`config.mk`:
```
export PLATFORM = sky130hd
export DESIGN_NAME = if_fetch_unit
export DESIGN_NICKNAME = d
export VERILOG_FILES = /design/src/rtl/if_fetch_unit.sv
export SDC_FILE = /design/constraint.sdc
export NUM_CORES = 1
export LEC_CHECK = 0
export CORE_ASPECT_RATIO = 0.5
export CORE_MARGIN = 4
export CORE_UTILIZATION = 25
export CTS_CLUSTER_SIZE = 8
export DETAILED_ROUTE_END_ITERATION = 7
export HOLD_SLACK_MARGIN = 0.15
export SLEW_MARGIN = 30
export SYNTH_ARGS = -nofsm -noshare
export SYNTH_HDL_FRONTEND = slang
export SYNTH_SLANG_ARGS = --single-unit
export TNS_END_PERCENT = 50
```
`constraint.sdc`:
```
create_clock -name clk -period 11.7 [get_ports clk]
set_input_delay 1.755 -clock clk [delete_from_list [all_inputs] [get_ports clk]]
set_output_delay 1.755 -clock clk [all_outputs]
set_load 0.1 [all_outputs]
```
`src/rtl/if_fetch_unit.sv`:
```
`default_nettype none
// ============================================================================
//  Module      : if_fetch_unit
//  Description : Instruction-fetch stage. Owns the PC, runs one outstanding
//                fetch at a time on an SRAM-like bus, buffers the returned
//                word and presents it to the IF/ID register. Handles branch
//                redirects (with one delay slot) and exception flushes.
//  Revision    : 1.0  initial release
// ============================================================================
module if_fetch_unit #(
    parameter logic [31:0] RESET_PC = 32'hBFC0_0000,
    parameter int          EXC_W    = 6
) (
    input  logic             clk,
    input  logic             rst,
    input  logic [3:0]       stall,
    input  logic             exception,
    input  logic [31:0]      exception_pc,
    input  logic             branch_flag,
    input  logic [31:0]      branch_target,
    output logic             inst_req,
    output logic [31:0]      inst_addr,
    input  logic             inst_addr_ok,
    input  logic             inst_data_ok,
    input  logic [31:0]      inst_rdata,
    output logic [31:0]      if_pc,
    output logic [31:0]      if_instr,
    output logic [EXC_W-1:0] if_exception_type,
    output logic             inst_stall_req
);

    localparam logic [EXC_W-1:0] c_exc_adel = {{(EXC_W-1){1'b0}}, 1'b1};

    typedef enum logic [1:0] {
        S_REQ   = 2'd0,   // request on the bus
        S_WAIT  = 2'd1,   // address accepted, waiting for data
        S_DONE  = 2'd2,   // instruction buffered and presented
        S_FAULT = 2'd3    // misaligned PC presented as AdEL
    } state_t;

    state_t      r_state, w_state_nx;
    logic [31:0] r_pc, w_pc_nx;
    logic [31:0] r_req_addr, w_req_addr_nx;
    logic [31:0] r_ibuf, w_ibuf_nx;
    logic [31:0] r_pend_target, w_pend_target_nx;
    logic        r_branch_pend, w_branch_pend_nx;
    logic        r_kill, w_kill_nx;

    logic        w_presenting;
    logic        w_busy;
    logic        w_advance;
    logic        w_complete;
    logic [31:0] w_next_pc;
    logic [31:0] w_entry_pc;
    logic        w_entry_fault;

    assign w_presenting = (r_state == S_DONE) || (r_state == S_FAULT);
    assign w_busy       = !w_presenting;
    assign w_advance    = w_presenting && (stall == 4'b0000) && !exception;
    // Current transaction finishes this cycle (data may arrive with the address)
    assign w_complete   = ((r_state == S_WAIT) && inst_data_ok) ||
                          ((r_state == S_REQ) && inst_addr_ok && inst_data_ok);

    // A branch seen this cycle beats an earlier latched one
    assign w_next_pc = branch_flag   ? branch_target :
                       r_branch_pend ? r_pend_target :
                                       r_pc + 32'd4;

    // Address used when (re)entering REQ/FAULT: after a killed fetch the PC
    // already holds the redirect target, otherwise it is the sequential next.
    assign w_entry_pc    = exception ? exception_pc : (w_busy ? r_pc : w_next_pc);
    assign w_entry_fault = (w_entry_pc[1:0] != 2'b00);

    // Next-state, PC and branch-latch computation
    always_comb begin
        w_state_nx       = r_state;
        w_pc_nx          = r_pc;
        w_req_addr_nx    = r_req_addr;
        w_ibuf_nx        = r_ibuf;
        w_kill_nx        = r_kill;
        w_branch_pend_nx = r_branch_pend;
        w_pend_target_nx = r_pend_target;

        if (exception) begin
            w_pc_nx          = exception_pc;
            w_branch_pend_nx = 1'b0;
        end else if (w_advance) begin
            w_pc_nx          = w_next_pc;
            w_branch_pend_nx = 1'b0;
        end else if (branch_flag) begin
            w_branch_pend_nx = 1'b1;
            w_pend_target_nx = branch_target;
        end

        case (r_state)
            S_REQ, S_WAIT: begin
                if (w_complete) begin
                    w_kill_nx = 1'b0;
                    if (r_kill || exception) begin
                        // Flushed transaction: drop the data, refetch at new PC
                        w_state_nx    = w_entry_fault ? S_FAULT : S_REQ;
                        w_req_addr_nx = w_entry_pc;
                    end else begin
                        w_ibuf_nx  = inst_rdata;
                        w_state_nx = S_DONE;
                    end
                end else begin
                    if ((r_state == S_REQ) && inst_addr_ok) begin
                        w_state_nx = S_WAIT;
                    end
                    if (exception) begin
                        w_kill_nx = 1'b1;
                    end
                end
            end
            default: begin
                if (exception || w_advance) begin
                    w_state_nx    = w_entry_fault ? S_FAULT : S_REQ;
                    w_req_addr_nx = w_entry_pc;
                end
            end
        endcase
    end

    // State registers, cleared immediately by reset
    always_ff @(posedge clk or posedge rst) begin
        if (rst) begin
            r_state       <= S_REQ;
            r_pc          <= RESET_PC;
            r_req_addr    <= RESET_PC;
            r_ibuf        <= 32'd0;
            r_pend_target <= 32'd0;
            r_branch_pend <= 1'b0;
            r_kill        <= 1'b0;
        end else begin
            r_state       <= w_state_nx;
            r_pc          <= w_pc_nx;
            r_req_addr    <= w_req_addr_nx;
            r_ibuf        <= w_ibuf_nx;
            r_pend_target <= w_pend_target_nx;
            r_branch_pend <= w_branch_pend_nx;
            r_kill        <= w_kill_nx;
        end
    end

    // Bus and pipeline-facing outputs
    always_comb begin
        inst_req          = (r_state == S_REQ) && !rst;
        inst_addr         = r_req_addr;
        if_pc             = r_pc;
        if_instr          = (r_state == S_DONE) ? r_ibuf : 32'd0;
        if_exception_type = (r_state == S_FAULT) ? c_exc_adel : {EXC_W{1'b0}};
        inst_stall_req    = w_busy;
    end

endmodule
`default_nettype wire

```
==> qor.yml, run 1 <==
min_path:
  hold_class: "flop to flop"
  min-delay-start: "r_ibuf[28]"
synth:
  synth_area_um2: 7540
  synth_cell_types: 72
  ys_top_cells_by_count: "114 x dfrtp_1, 92 x nand2_1, 72 x nor2_1, 58 x a21oi_1, 43 x o21ai_0"
  yosysMostFrequentCell: "dfrtp_1"
  ys_seq_area_share_pct: 44.1
  yosys.area.top_type_share_pct: 37.8
  ys_warn_count: 0
  synth_seq_cells: 132
  async_reset_ff_share_pct: 100
  synth_edf_count: 0
  synthTopCellsByArea: "dfrtp_1 38%, dfstp_2 6.3%, mux2_2 5.5%"
  avgSynthCellArea_um2: 9.23
  synthFlopType: "dfrtp_1"
  yosysTopAreaCell: "dfrtp_1"
  syn_inst: 817
worst_setup_path:
  critPathLaunchType: "input pin"
  r2r_start: "r_state[1]"
  critical_path_class: "input pin to output pin"
  crit_required_ps: 9950
  path_max_fanout: 2
  path_cells: "clkdlybuf4s50_1 > nor3_1 > clkdlybuf4s50_1"
  crit_path_end_kind: "output pin"
  crit_end: "inst_req"
  cp_data_arrival_time_ps: 3570
  worstReg2RegEnd: "inst_addr[29]"
  crit_start: "rst"
  cp_slowest_cell: "clkdlybuf4s50_1"
  reg2reg_slack_ps: 8780
  crit_top_cell: "clkdlybuf4s50_1"
  slowest_delay_ps: 1160
  rr_worst_depth: 6
sta:
  maxSlewHeadroom_pct: 30.2
  min_period_ps: 5320
  hold_violations: 0
  worst_pin_slew_ps: 1040
  tns_ps: 0
  hold_ws_ps: 477
  drv_slew: 0
  skew_ps: 14.0
  rsz0062_at_grt: "no"
  fmax_ghz: 0.188
  post-route-period-util_pct: 45.5
  fin_ws_ps: 6380
  setup_viol: 0
clock_network:
  cts_max_level: 4
  cts-resized-gates: 0
  post_cts_buffers: 0
  cts_tree: "yes"
  root_buffer: "clkbuf_16"
  path_clk_slew_ps: 60
  cts.sinks: 132
  clk_latency_ps: 440
  cts_made_buffers: 17
  ctsHoldBuffers: 0
  cts.path.max_buffers: 2
job:
  drv_cap: 0
detailed_routing:
  initialDrtViolationCount: 521
  antenna_left: 0
  wl_per_cell_um: 19.5
  dr.pass1.iters: 6
  via_count: 7137
  drc_errors: 0
  wl_um: 27200
  via_per_inst: 5.12
cells_and_area:
  utilization_pct: 35.7
  multi_input_area_um2: 3890
  drive_gt1_share_pct: 12.2
  regArea_um2: 3330
  finalNonFillerCells: 1395
  fill_cells: 2965
  stdcell_area_um2: 10500
  antenna_cells: 0
  area_growth_pct: 38.7
  final_nets: 1098
floorplan:
  placementRows: 44
  core_um2: 29300
  die_w_um: 254
  die_area_um2: 33200
  initial_core_util_pct: 25.7
  ios: 210
  die_h_um: 131
power_and_ir_drop:
  p_per_area_nw_per_um2: 259
  vdd_drop_max_v: 0.000148
  power_mw: 2.71
  p_leak_nw: 4.14
grt:
  grt_pass1_wl_um: 40300
  antenna_found_initial: 0
  first_global_vias: 7099
  grt_use_total_pct: 15.9
  grt_overflow_total: 0
  grt_max_degree: 79
outcome:
  status: "finished, final reports clean"
placed_design:
  hpwl_um: 19600
  io_buffers: 204
  gp_congestion: 0.845
  dp_slack_ps: 6410
  dp_cells: 1363
  dpl_cell_area_um2: 9860
## cell families after synthesis
kind of cell,share of synthesized area [%]
simple gates,20.2
compound gates,18.0
flops,44.1
mux,11.6
buf+inv,4.60
xor+xnor,1.26
fa+ha+maj,0.166
other cells,0.0497
## layout make-up
type	instances	area share, %
Clock buffer	20	4.27
Clock inverter	12	1.47
Inverter	14	0.550
Multi-Input combinational cell	611	37.2
Sequential cell	132	31.8
Tap cell	391	4.68
Timing Repair Buffer	215	20.0
## state kept, by name (all words and copies together) (netlist names)
register,cells
r_pend_target,32
r_ibuf,32
inst_addr,32
r_branch_pend,1
r_state,2
if_pc,32
r_kill,1
## worst min path at each step
stage | endpoint | cells after the start
3_3_place_gp | r_ibuf[28] | 1
4_1_cts | r_ibuf[28] | 1
5_1_grt | r_pend_target[18] | 1
6_report | r_ibuf[28] | 1
3_5_place_dp | r_ibuf[29] | 1
2_1_floorplan | r_pend_target[18] | 1
## critical path, delay by kind of cell
family | cells | cell delay [ps]
buf+inv | 2 | 1650
simple gates | 1 | 160
## layer usage
metal	vias to the layer above	global-route usage [%]	part of all wire (%)
li1	3302	-	-
met1	3555	18.4	40
met2	223	28.6	52
met3	57	3.24	4.1
met4	0	7.86	3.9
met5	-	0	0
## layout by cell type, fill, tap and decap left out, drive strengths merged, types with 4 or more instances in the layout
| cell type | Yosys | final |
|---|---|---|
| or4 | 7 | 7 |
| and2 | 39 | 39 |
| clkinv | 2 | 7 |
| nor2 | 73 | 73 |
| nand2 | 92 | 92 |
| xnor2 | 6 | 6 |
| a22oi | 4 | 4 |
| and4 | 4 | 4 |
| a221oi | 7 | 7 |
| a21boi | 4 | 4 |
| buf | 34 | 17 |
| mux2i | 18 | 18 |
| nand4 | 15 | 15 |
| clkbuf | 30 | 20 |
| a21oi | 59 | 59 |
| o21ai | 54 | 54 |
| dfrtp | 114 | 114 |
| a31oi | 9 | 9 |
| o22ai | 6 | 6 |
| nor3 | 14 | 14 |
| nor4 | 5 | 5 |
| nand2b | 8 | 8 |
| mux2 | 62 | 62 |
| o211ai | 10 | 10 |
| inv | 12 | 13 |
| a221o | 4 | 4 |
| nand3 | 29 | 29 |
| a21o | 6 | 6 |
| a211oi | 7 | 7 |
| dfstp | 18 | 18 |
| o31ai | 15 | 15 |
| clkdlybuf4s50 | 0 | 198 |
| conb | 1 | 5 |
| xor2 | 4 | 4 |
| and3 | 6 | 6 |
## power by group
group / switching [mW] / internal, mW / total, mW
combinational: 1.09 / 0.361 / 1.45
sequential: 0.101 / 0.608 / 0.709
clock: 0.213 / 0.340 / 0.554
Power figures use the tool's default switching activity.
==> run 2: changes to the inputs <==
clock period = 4.3 ns   (was 11.7 ns; I/O delays follow)
==> run 2 against run 1 <==
Against the previous run:
- power rose to 2.9 times the previous value
- critical endpoint is now if_pc[14]
- clock-buffer cell count up 5
- sequential cell count unchanged
- routed wire length up 1.3%
- critical path depth down 2
- combinational power rose to 2.9 times the previous value
- sequential power rose to 2.7 times the previous value
- first-iteration DRC count up 31%
- global-route usage up 0.35 points
- non-clock buffer count up 2
- worst hold slack worse by 0.65 ps
- cell count up 0.14%
==> qor.yml, run 2 (same netlist as run 1, synthesis figures left out) <==
outcome:
  status: "finished, final reports clean"
sta:
  drv_slew: 0
  tns_ps: 0
  min_period_ps: 2940
  hold_violations: 0
  skew_ps: 11.4
  setup_viol: 0
  worst_pin_slew_ps: 1040
  maxSlewHeadroom_pct: 30.6
  fmax_ghz: 0.340
  post-route-period-util_pct: 68.3
  rsz0062_at_grt: "no"
  hold_ws_ps: 477
clock_network:
  post_cts_buffers: 0
  cts_tree: "yes"
  clk_latency_ps: 430
  path_clk_slew_ps: 60
  cts.sinks: 132
  root_buffer: "clkbuf_16"
  cts_made_buffers: 17
  cts-resized-gates: 0
  cts.path.max_buffers: 2
  ctsHoldBuffers: 0
  cts_max_level: 4
power_and_ir_drop:
  vdd_drop_max_v: 0.000544
  power_mw: 7.76
  p_leak_nw: 4.33
  p_per_area_nw_per_um2: 717
worst_setup_path:
  crit_family: "buffers and inverters"
  slowest_delay_ps: 1240
  path_buf_inv: 1
  reg2reg_slack_ps: 1720
  critical_path_class: "flop to output pin"
  crit_path_end_kind: "output pin"
  critPathLaunchType: "flop"
  cp_data_arrival_time_ps: 2290
  path_cells: "clkdlybuf4s50_1"
  path_max_fanout: 11
  cp_slowest_cell: "clkdlybuf4s50_1"
  crit_required_ps: 3650
floorplan:
  core_um2: 29300
  die_area_um2: 33200
  placementRows: 44
  initial_core_util_pct: 25.7
  die_w_um: 254
  die_h_um: 131
  ios: 210
cells_and_area:
  stdcell_area_um2: 10800
  final_nets: 1100
  drive_gt1_share_pct: 15.6
  area_growth_pct: 43.6
  layout_common_cells: "163 x clkdlybuf4s50_1, 113 x dfrtp_1, 92 x nand2_1, 71 x nor2_1, 58 x a21oi_1"
  final_common_cell: "clkdlybuf4s50_1"
  antenna_cells: 0
placed_design:
  io_buffers: 204
  dpl_cell_area_um2: 10200
  gp_congestion: 0.884
  hpwl_um: 20000
grt:
  grt_use_total_pct: 16.3
  grt_overflow_total: 0
  first_global_vias: 7200
  antenna_found_initial: 0
  grt_max_degree: 76
  grt_pass1_wl_um: 41100
detailed_routing:
  via_per_inst: 5.12
  drc_errors: 0
  wl_per_cell_um: 19.7
  initialDrtViolationCount: 680
  dr.pass1.iters: 5
  via_count: 7156
  wl_um: 27500
  antenna_left: 0
min_path:
  hold_class: "flop to flop"
job:
  drv_cap: 0
-- run 2: cell types whose count changed in the layout (fill, tap and decap cells not counted), sizes merged --
cell           before  now
clkbuf             20   25
clkdlybuf4s50     198  163
clkinvlp            3    2
clkinv              7    2
buf                17   54
bufinv              3    4
-- run 2: routing by layer --
layer	up-vias	track usage (%)	wire length, um
met2	240	29.6	14400
met3	73	3.03	1150
li1	3297	-	-
met5	-	0	0
met4	0	9.21	1200
met1	3546	18.3	10800
-- run 2: path summary, 6_finish.rpt --
kind                             from                end  cells after the start
min                        r_ibuf[28]         r_ibuf[28]                      1
min reg2reg                r_ibuf[28]         r_ibuf[28]                      1
max reg2reg                  if_pc[2]      inst_addr[30]                      7
max in group asynchronous         rst  r_pend_target[12]                      3
max                         if_pc[14]          if_pc[14]                      1
min in group asynchronous         rst          r_ibuf[6]                      2
-- run 2: final cells by class --
type                    instances  area, um2
fillers                      2932      18500
multi-input cells             611       3890
flip-flops and latches        132       3330
repair buffers                217       2430
well taps                     391        489
clock buffers                  25        485
clock inverters                 7        144
inverters                      14       55.1
-- run 2: power breakdown --
part / internal, mW / switching (mW) / leakage, nW
combinational: 1.23 / 3.00 / 2.48
sequential: 1.65 / 0.290 / 1.55
clock: 1.02 / 0.566 / 0.298
-- run 2: stage by stage --
stage                     util, %  worst slack, ps  std cells
after floorplan                 -              159        821
after detailed placement     34.8             1180       1365
after CTS                    36.9             1340       1397
after global placement       34.8             1250       1365
final                        36.9             1360       1397
after global routing         36.9             1300       1397
==> run 3: changes to the inputs <==
clock period = 3 ns   (was 4.3 ns; I/O delays follow)
==> run 3 against run 2 <==
Against the previous run:
- final area is 0.57% lower
- clock power is 25% higher
- critical path depth is 6 higher
- largest cell class unchanged
- clock skew is 1.2 ps lower
- highest routed layer unchanged
- clock-buffer cell count is 6 lower
- sequential share of layout area is 0.16 points higher
- global-route usage is 0.24 points higher
- routed wire length is 0.91% higher
- power is 40% higher
==> qor.yml, run 3 (same netlist as run 1, synthesis figures left out) <==
grt:
  grt.met3_usage_pct: 3.82
  grt-busiest-layer: "met2"
  grt_util_met2_pct: 29.1
  grtUsageMet1_pct: 18.5
  antenna_found_initial: 0
  grt_pass1_wl_um: 41600
  grt_overflow_total: 0
  first_global_vias: 7198
  grt_max_degree: 67
  grt_use_total_pct: 16.5
clock_network:
  cts_tree: "yes"
  post_cts_buffers: 0
  root_buffer: "clkbuf_16"
  cts_made_buffers: 17
  cts_max_level: 4
  cts.sinks: 132
  ctsHoldBuffers: 0
  clk_latency_ps: 440
  cts.path.max_buffers: 2
  path_clk_slew_ps: 60
  cts-resized-gates: 0
cells_and_area:
  area_growth_pct: 42.8
  antenna_cells: 0
  layout_common_cells: "114 x dfrtp_1, 103 x clkdlybuf4s50_1, 92 x nand2_1, 89 x buf_4, 71 x nor2_1"
  drive_gt1_share_pct: 23.0
  fill_cells: 2917
  final_nets: 1114
  final_common_cell: "dfrtp_1"
  stdcell_area_um2: 10800
worst_setup_path:
  path_cells: "ha_1 > and3_1 > nand4_2 > or4_4 > xnor2_2 > a221oi_2 > a31oi_1"
  crit_path_end_kind: "flop"
  crit_family: "simple AND/OR/NAND/NOR gates"
  slowest_delay_ps: 540
  critical_path_class: "flop to flop"
  critPathLaunchType: "flop"
  path_buf_inv: 0
  path_max_fanout: 7
  crit_required_ps: 3290
  cp_data_arrival_time_ps: 2920
  cp_slowest_cell: "or4_4"
detailed_routing:
  dr.pass1.iters: 5
  initialDrtViolationCount: 689
  via_count: 7119
  via_per_inst: 5.05
  drc_errors: 0
  antenna_left: 0
  wl_per_cell_um: 19.7
  wl_um: 27800
floorplan:
  ios: 210
  initial_core_util_pct: 25.7
  core_um2: 29300
  die_w_um: 254
  placementRows: 44
  die_area_um2: 33200
  die_h_um: 131
sta:
  fmax_ghz: 0.379
  skew_ps: 10.2
  post-route-period-util_pct: 87.9
  hold_ws_ps: 398
  tns_ps: 0
  maxSlewHeadroom_pct: 42.3
  setup_viol: 0
  hold_violations: 0
  worst_pin_slew_ps: 843
  min_period_ps: 2640
  rsz0062_at_grt: "no"
  drv_slew: 0
power_and_ir_drop:
  p_leak_nw: 4.45
  p_switching_mw: 5.63
  p_seq_share_pct: 25.7
  p_clk_share_pct: 18.3
  p_int_mw: 5.23
  vdd_drop_max_v: 0.000589
  p_per_area_nw_per_um2: 1010
  power_frac_comb_pct: 55.9
  p_sw_share_pct: 51.8
outcome:
  status: "finished, final reports clean"
job:
  drv_cap: 0
min_path:
  hold_class: "input pin to async pin"
placed_design:
  dpl_cell_area_um2: 10200
  io_buffers: 204
  hpwl_um: 20800
  gp_congestion: 0.910
## run 3: changes by cell type in the layout (fill, tap and decap cells not counted), moves of 2 or more
cell / before / now
buf_12: 33 / 37
buf_2: 6 / 2
buf_4: 15 / 89
bufinv_16: 4 / 0
clkbuf_1: 5 / 0
clkdlybuf4s50_1: 163 / 103
clkinv_2: 0 / 4
clkinv_4: 0 / 4
inv_6: 1 / 3
## run 3: power by group through the flow
stage / registers (mW) / logic [mW] / clock network [mW]
2_1_floorplan: 4.43 / 2.54 / 0
3_3_place_gp: 2.81 / 6.06 / 0
3_5_place_dp: 2.83 / 6.10 / 0
4_1_cts: 2.80 / 6.11 / 2.03
5_1_grt: 2.86 / 6.31 / 2.12
6_report: 2.79 / 6.07 / 1.99
## run 3: final timing paths
path	start	endpoint	slack, ps	cells past startpoint
max	if_pc[3]	inst_addr[30]	360	7
max in group asynchronous	rst	r_ibuf[29]	1820	3
min reg2reg	r_ibuf[13]	r_ibuf[13]	480	1
min	rst	r_state[0]	400	2
min in group clk	exception	r_kill	400	3
max reg2reg	if_pc[3]	inst_addr[30]	360	7
## run 3: cell type report
cell class / instances / area (um2) / share of cell area [%]
multi-input cells: 611 / 3890 / 36.2
well taps: 391 / 489 / 4.54
repair buffers: 231 / 2450 / 22.8
flip-flops and latches: 132 / 3330 / 30.9
clock buffers: 19 / 453 / 4.21
inverters: 14 / 56.3 / 0.523
clock inverters: 13 / 100 / 0.930
## run 3: routing by layer
layer | routed length (um) | share of wire [%]
met5 | 0 | 0
met4 | 1600 | 5.8
met3 | 1100 | 4.0
met2 | 14400 | 52
met1 | 10700 | 38
## run 3: through the flow
stage | instances | total power, mW | utilization (%) | worst slack [ps]
3_3_place_gp | 1379 | 8.87 | 34.8 | 404
4_1_cts | 1411 | 10.9 | 36.7 | 361
5_1_grt | 1411 | 11.3 | 36.7 | 230
3_5_place_dp | 1379 | 8.93 | 34.8 | 385
6_report | 1411 | 10.9 | 36.7 | 364
2_1_floorplan | 821 | 6.97 | - | -557
